## src/rtl/muldiv_unit.sv

```systemverilog
// Iterative RV32M multiply/divide unit: shift-add multiply, restoring divide,
// one operand bit per cycle, then a sign-fix cycle and a one-cycle done pulse.
module muldiv_unit #(
    parameter int XLEN  = 32,
    parameter int CNT_W = 6
) (
    input  logic            clk,
    input  logic            reset,
    input  logic            start,
    input  logic [2:0]      funct3,
    input  logic [XLEN-1:0] rs1_data,
    input  logic [XLEN-1:0] rs2_data,
    input  logic [4:0]      rd_in,
    output logic            busy,
    output logic            done,
    output logic [XLEN-1:0] result,
    output logic [4:0]      rd_out
);

    localparam logic [2:0] OP_MUL = 3'b000;
    localparam logic [2:0] OP_DIV = 3'b100;
    localparam logic [2:0] OP_REM = 3'b110;
    localparam logic [XLEN-1:0] INT_MIN = {1'b1, {(XLEN-1){1'b0}}};

    typedef enum logic [1:0] {S_IDLE, S_RUN, S_FIX, S_DONE} state_t;

    state_t            state_q;
    logic [CNT_W-1:0]  cnt_q;
    logic [2:0]        op_q;
    logic              neg_q;
    logic [XLEN-1:0]   b_q;
    logic [2*XLEN-1:0] acc_q;
    logic [4:0]        rd_pend_q;
    logic              busy_q;
    logic              done_q;
    logic [XLEN-1:0]   result_q;
    logic [4:0]        rd_q;

    logic              a_signed, b_signed, a_neg, b_neg, neg_d;
    logic [XLEN-1:0]   a_mag, b_mag;
    logic              special;
    logic [XLEN-1:0]   special_res;

    // Accept-time decode: operand magnitudes, result sign, early-out cases.
    // NOTE: every always_comb output gets a default first so no latch is inferred.
    always_comb begin
        a_signed    = (funct3 == 3'b001) || (funct3 == 3'b010) ||
                      (funct3 == OP_DIV) || (funct3 == OP_REM);
        b_signed    = (funct3 == 3'b001) || (funct3 == OP_DIV) || (funct3 == OP_REM);
        a_neg       = a_signed & rs1_data[XLEN-1];
        b_neg       = b_signed & rs2_data[XLEN-1];
        a_mag       = a_neg ? -rs1_data : rs1_data;
        b_mag       = b_neg ? -rs2_data : rs2_data;
        neg_d       = (funct3[2] && funct3[1]) ? a_neg : (a_neg ^ b_neg);
        special     = 1'b0;
        special_res = '0;
        if (funct3[2]) begin
            if (rs2_data == '0) begin
                special     = 1'b1;
                special_res = funct3[1] ? rs1_data : '1;
            end else if (!funct3[0] && rs1_data == INT_MIN && rs2_data == '1) begin
                special     = 1'b1;
                special_res = funct3[1] ? '0 : INT_MIN;
            end
        end
    end

    logic [XLEN:0]     mul_sum;
    logic [XLEN:0]     div_shift;
    logic [XLEN+1:0]   div_trial;
    logic [2*XLEN-1:0] step_acc;
    logic [2*XLEN-1:0] prod;
    logic [XLEN-1:0]   quo, rem, fix_res;

    // acc_q holds {partial product, multiplier} or {remainder, dividend/quotient}.
    always_comb begin
        mul_sum   = {1'b0, acc_q[2*XLEN-1:XLEN]} + (acc_q[0] ? {1'b0, b_q} : '0);
        div_shift = acc_q[2*XLEN-1:XLEN-1];
        div_trial = {1'b0, div_shift} - {2'b00, b_q};
        if (op_q[2]) begin
            step_acc = div_trial[XLEN+1] ? {div_shift[XLEN-1:0], acc_q[XLEN-2:0], 1'b0}
                                         : {div_trial[XLEN-1:0], acc_q[XLEN-2:0], 1'b1};
        end else begin
            step_acc = {mul_sum, acc_q[XLEN-1:1]};
        end

        prod = neg_q ? -acc_q : acc_q;
        quo  = neg_q ? -acc_q[XLEN-1:0] : acc_q[XLEN-1:0];
        rem  = neg_q ? -acc_q[2*XLEN-1:XLEN] : acc_q[2*XLEN-1:XLEN];
        case (op_q)
            OP_MUL:                  fix_res = prod[XLEN-1:0];
            3'b001, 3'b010, 3'b011:  fix_res = prod[2*XLEN-1:XLEN];
            OP_DIV, 3'b101:          fix_res = quo;
            default:                 fix_res = rem;
        endcase
    end

    // NOTE: sequential state is assigned with <= only, so all registers update together.
    always_ff @(posedge clk or negedge reset) begin
        if (!reset) begin
            state_q   <= S_IDLE;
            cnt_q     <= '0;
            op_q      <= '0;
            neg_q     <= 1'b0;
            b_q       <= '0;
            acc_q     <= '0;
            rd_pend_q <= '0;
            busy_q    <= 1'b0;
            done_q    <= 1'b0;
            result_q  <= '0;
            rd_q      <= '0;
        end else begin
            done_q <= 1'b0;
            case (state_q)
                S_IDLE, S_DONE: begin
                    if (start) begin
                        op_q      <= funct3;
                        neg_q     <= neg_d;
                        b_q       <= b_mag;
                        acc_q     <= {{XLEN{1'b0}}, a_mag};
                        rd_pend_q <= rd_in;
                        cnt_q     <= '0;
                        if (special) begin
                            result_q <= special_res;
                            rd_q     <= rd_in;
                            done_q   <= 1'b1;
                            busy_q   <= 1'b0;
                            state_q  <= S_DONE;
                        end else begin
                            busy_q  <= 1'b1;
                            state_q <= S_RUN;
                        end
                    end else begin
                        busy_q  <= 1'b0;
                        state_q <= S_IDLE;
                    end
                end
                S_RUN: begin
                    acc_q <= step_acc;
                    cnt_q <= cnt_q + CNT_W'(1);
                    if (cnt_q == CNT_W'(XLEN-1)) state_q <= S_FIX;
                end
                S_FIX: begin
                    result_q <= fix_res;
                    rd_q     <= rd_pend_q;
                    busy_q   <= 1'b0;
                    done_q   <= 1'b1;
                    state_q  <= S_DONE;
                end
                default: state_q <= S_IDLE;
            endcase
        end
    end

    assign busy   = busy_q;
    assign done   = done_q;
    assign result = result_q;
    assign rd_out = rd_q;

endmodule

```

## config.mk

```make
export PLATFORM = sky130hd
export DESIGN_NAME = muldiv_unit
export DESIGN_NICKNAME = d
export VERILOG_FILES = /design/src/rtl/muldiv_unit.sv
export SDC_FILE = /design/constraint.sdc
export NUM_CORES = 1
export LEC_CHECK = 0
export ABC_CLOCK_PERIOD_IN_PS = 4500
export CAP_MARGIN = 20
export CELL_PAD_IN_SITES_DETAIL_PLACEMENT = 1
export CELL_PAD_IN_SITES_GLOBAL_PLACEMENT = 2
export CORE_AREA = 2 2 197 199
export DETAILED_ROUTE_END_ITERATION = 16
export DIE_AREA = 0 0 199 201
export DONT_BUFFER_PORTS = 1
export PLACE_DENSITY_LB_ADDON = 0.12
export SYNTH_ARGS = -nofsm -noshare
export SYNTH_HDL_FRONTEND = slang
export SYNTH_SLANG_ARGS = --single-unit
```

## constraint.sdc

```tcl
create_clock -name clk -period 4.5 [get_ports clk]
set_input_delay 1.35 -clock clk [delete_from_list [all_inputs] [get_ports clk]]
set_output_delay 1.35 -clock clk [all_outputs]
set_load 0.02 [all_outputs]
```

==> key figures <==
Setup path
  – Most frequent cell on the critical path: buf_4
  – RR Endpoint: acc_q[63]$_DFFE_PN0P_
  – Max FO, Critical Path: 9
  – CP max-delay cell: o311ai_0
  – Crit Reg-Reg Startpoint: acc_q[0]$_DFFE_PN0P_
  – Worst setup EP type: register
  – Crit path DAT: between 4 and 5 ns
  – Crit path required time: 4.88 ns
  – Startpoint Class: register
  – Worst Path Buf+Inv: 4
  – Cell Chain, Critical Path: inv_1, buf_4, nor2_1, ha_1, a21oi_1, o221ai_1, o31ai_1, o211ai_1, o311ai_0, buf_4, nor3b_1, buf_4, o221ai_1, a211o_1, a32o_1
  – CP delay by family, top: compound AO/OA/AOI/OAI gates
  – Crit-path max cell delay: slightly below 0.4 ns
  – R2r setup slk: roughly 0.5 ns
  – Critical path depth: 15
  – Class of the most critical setup path: register to register
  – FF-to-FF path depth: 15

Floorplanning
  – Number of I/O pins: approximately 110
  – Die Span X: between 150 and 200 um
  – Initial Utilization: 0.385
  – Die Area: ~40,000 um2
  – Die height: ~200 um
  – # rows: 72
  – Core area: about 38,000 um2

Routing
  – Routed WL per cell: approximately 23 um
  – Initial DRC count: between 800 and 900
  – Final wirelength: ~57 mm
  – DR vias: 14,533
  – M1 WL: ~27 mm
  – DRC Markers: 0
  – ANT nets after route: 0
  – First-pass DRT Iterations: 7
  – DR WL met2: ~25 mm
  – Via/cell ratio: about 6
  – DR top layer: met4
  – Routed met3 length: between 2 and 3 mm

Min path
  – Hold depth: 2
  – Min-Delay Endpoint: b_q[6]$_DFFE_PN0P_
  – Hold WC Path Type: register to register
  – Startpoint of the worst hold path: b_q[6]$_DFFE_PN0P_

STA
  – RSZ-0062 raised after global routing: false
  – Final Setup Violations: 0
  – Total negative slack: 0 ns
  – Highest Clock Rate: about 0.25 GHz
  – Slew @ Worst Pin: approximately 1.1 ns
  – Final hold violations: 0
  – Period Utilization, post-route: 0.887
  – Setup ws final: between 0.5 and 0.6 ns
  – Slew Viols, Final: 0
  – Slew headroom: 0.281
  – Final Critical Period: 3.99 ns
  – Final clock skew: ~0.015 ns

Synth
  – Yosys cell types: 79
  – Simple-gate share of the synthesized area: 0.209
  – Largest family of logic cells by synthesized area: compound AO/OA/AOI/OAI gates
  – Yosys reg bits: about 150
  – Post-synthesis mux area share: 0.0382
  – Ys async rst share: 1.00
  – Synth Area in Compound Gates: 0.275
  – Synth warn: 0
  – EDFF count, synth: 0
  – Mapped Nets: roughly 2,100
  – Post-synthesis adder-cell area fraction: 0.0651
  – Ys flop type: dfrtp_1
  – Netlist Area Pre-Place: 14,700 um2
  – Register area share after synthesis: 0.260
  – Avg Inst Size Synth: 7.52 um2
  – Post-Synth XOR/XNOR Area: 0.102
  – Synthesized instance count: just under 2,000

Power
  – Sequential power share: 0.213
  – Switching share of power: 0.557
  – Clk network pwr share: 0.098
  – Psw: 8.60 mW
  – Total power: 15.4 mW
  – Combinational Power Share: 0.689
  – Pint: between 6 and 7 mW
  – LEAKAGE: 6.75 nW
  – Total power per unit cell area: roughly 970 nW/um2
  – Worst VDD drop: roughly 420 uV

Clock tree
  – Post-CTS setup buffer count: 0
  – Post-CTS Resized: 0
  – Hold buffer count at CTS: 0
  – CTS H-tree lvls: 4
  – CTS tree: built
  – Clk buf depth: 2
  – Root Driver: clkbuf_16
  – Worst-Skew Late Latency: about 0.50 ns
  – Clk slew on worst S/H paths: approximately 0.070 ns
  – CTS Buf Count: 17
  – Sink Count: approximately 150

Outcome
  – Status: finished, final reports clean

Layout
  – Post-route core utilization: 0.419
  – Layout area overhead: 8.91%
  – Commonest non-fill, non-tap cell in the layout: o21ai_0
  – Antenna cells: 0
  – Final nets: 2,062
  – Most frequent cells in the layout: o21ai_0 (250), nand2_1 (235), nor2_1 (175)
  – Layout cells sized above 1: 0.0743

Global routing
  – Vias in the first global route: about 15,000
  – Antenna violations before repair: 0
  – Overall Global Routing Usage: 0.290
  – Total grt overflow: 0
  – Largest net degree at the start of global routing: about 150
  – First-pass GRT wire length: between 80 and 90 mm

Job
  – Maxcap violations: 0

Place
  – HPWL after DPL: ~44 mm
  – Gpl congestion: around 0.87
  – Port buffer count: 0
  – Pre-CTS WS: between 0.2 and 0.25 ns
==> logic make-up after synthesis <==
| family | Yosys count |
|---|---|
| DFF | 152 |
| muxes | 55 |
| AOI/OAI and AO/OA | 658 |
| xor gates and xnor gates | 170 |
| and+or+nand+nor | 643 |
| buffers and inverters | 196 |
| adders and majority gates | 75 |
==> flip-flops by register name, summed over array words and instances, names as in the netlist <==
name,flops
op_q,3
cnt_q,6
done,1
rd_out,5
busy,1
acc_q,64
b_q,32
result,32
state_q,2
rd_pend_q,5
neg_q,1
==> how the worst max path moves through the flow <==
stage | start | end | slack, ns
after floorplan | rs2_data[8] | result[4]$_DFFE_PN0P_ | 0.77
after global placement | rs2_data[8] | result[11]$_DFFE_PN0P_ | 0.34
after detailed placement | rs2_data[8] | result[27]$_DFFE_PN0P_ | 0.24
after CTS | acc_q[0]$_DFFE_PN0P_ | acc_q[62]$_DFFE_PN0P_ | 0.51
after global routing | acc_q[0]$_DFFE_PN0P_ | acc_q[52]$_DFFE_PN0P_ | 0.17
final | acc_q[0]$_DFFE_PN0P_ | acc_q[63]$_DFFE_PN0P_ | 0.51
==> cells in the mapped netlist, types with 9 or more instances <==
cell type	n	share of area
o22ai_1	15	0.0064
xor2_1	79	0.047
nor4_1	18	0.0077
o211ai_1	19	0.0097
a21o_1	29	0.015
ha_1	73	0.062
or3_1	23	0.0098
inv_1	77	0.020
nand3_1	30	0.010
xnor2_1	91	0.054
dfrtp_1	152	0.26
o21ai_0	250	0.085
o221ai_1	9	0.0054
a211oi_1	10	0.0051
nand2_1	236	0.060
buf_2	14	0.0048
nand2b_1	22	0.0094
and3_1	11	0.0047
or4_1	11	0.0056
buf_1	9	0.0023
o31ai_1	25	0.013
a21oi_1	141	0.048
and2_1	11	0.0047
nor2_1	175	0.045
a31oi_1	40	0.017
clkbuf_1	93	0.024
o41ai_1	9	0.0054
o21a_1	16	0.0082
nor3_1	33	0.011
o21ai_1	9	0.0031
nand4_1	19	0.0081
mux2i_1	47	0.032
a22oi_1	15	0.0077
or2_2	15	0.0064
==> metal layers <==
metal	vias up	GRT usage
met5	-	0
met3	59	0.0477
li1	6966	-
met2	373	0.444
met4	0	0.0941
met1	7135	0.415
==> metrics by stage <==
stage	cell area [um2]	hold WS, ns	cells
5_1_grt	16000	0.505	2443
4_1_cts	16000	0.487	2443
6_report	16000	0.478	2443
3_5_place_dp	15400	0.472	2411
2_1_floorplan	14700	0.450	1949
3_3_place_gp	15400	0.463	2411
==> power groups by stage <==
stage               registers [mW]  logic, mW  clock network [mW]
finish                        3.29       10.6                1.51
global route                  3.40       11.8                1.60
floorplan                     2.73       7.75                   0
CTS                           3.29       10.6                1.55
global placement              3.28       10.3                   0
detailed placement            3.31       10.5                   0
==> final cells by class <==
| class | instances | area (um2) |
|---|---|---|
| multi-input combinational | 1601 | 10100 |
| tap | 518 | 648 |
| sequential | 152 | 3810 |
| timing repair buffer | 62 | 515 |
| inverter | 78 | 293 |
| fill | 4725 | 22100 |
| clock inverter | 14 | 153 |
| clock buffer | 18 | 429 |
==> worst register-to-register path: stages (launching register included) <==
cell and delay [ns]:
dfrtp_1 0.38, inv_1 0.26, buf_4 0.24, nor2_1 0.06, ha_1 0.36, a21oi_1 0.19
o221ai_1 0.19, o31ai_1 0.28, o211ai_1 0.28, o311ai_0 0.39, buf_4 0.18, nor3b_1 0.21
buf_4 0.17, o221ai_1 0.14, a211o_1 0.31, a32o_1 0.24
Note: power is estimated with default switching activity, not from simulation.
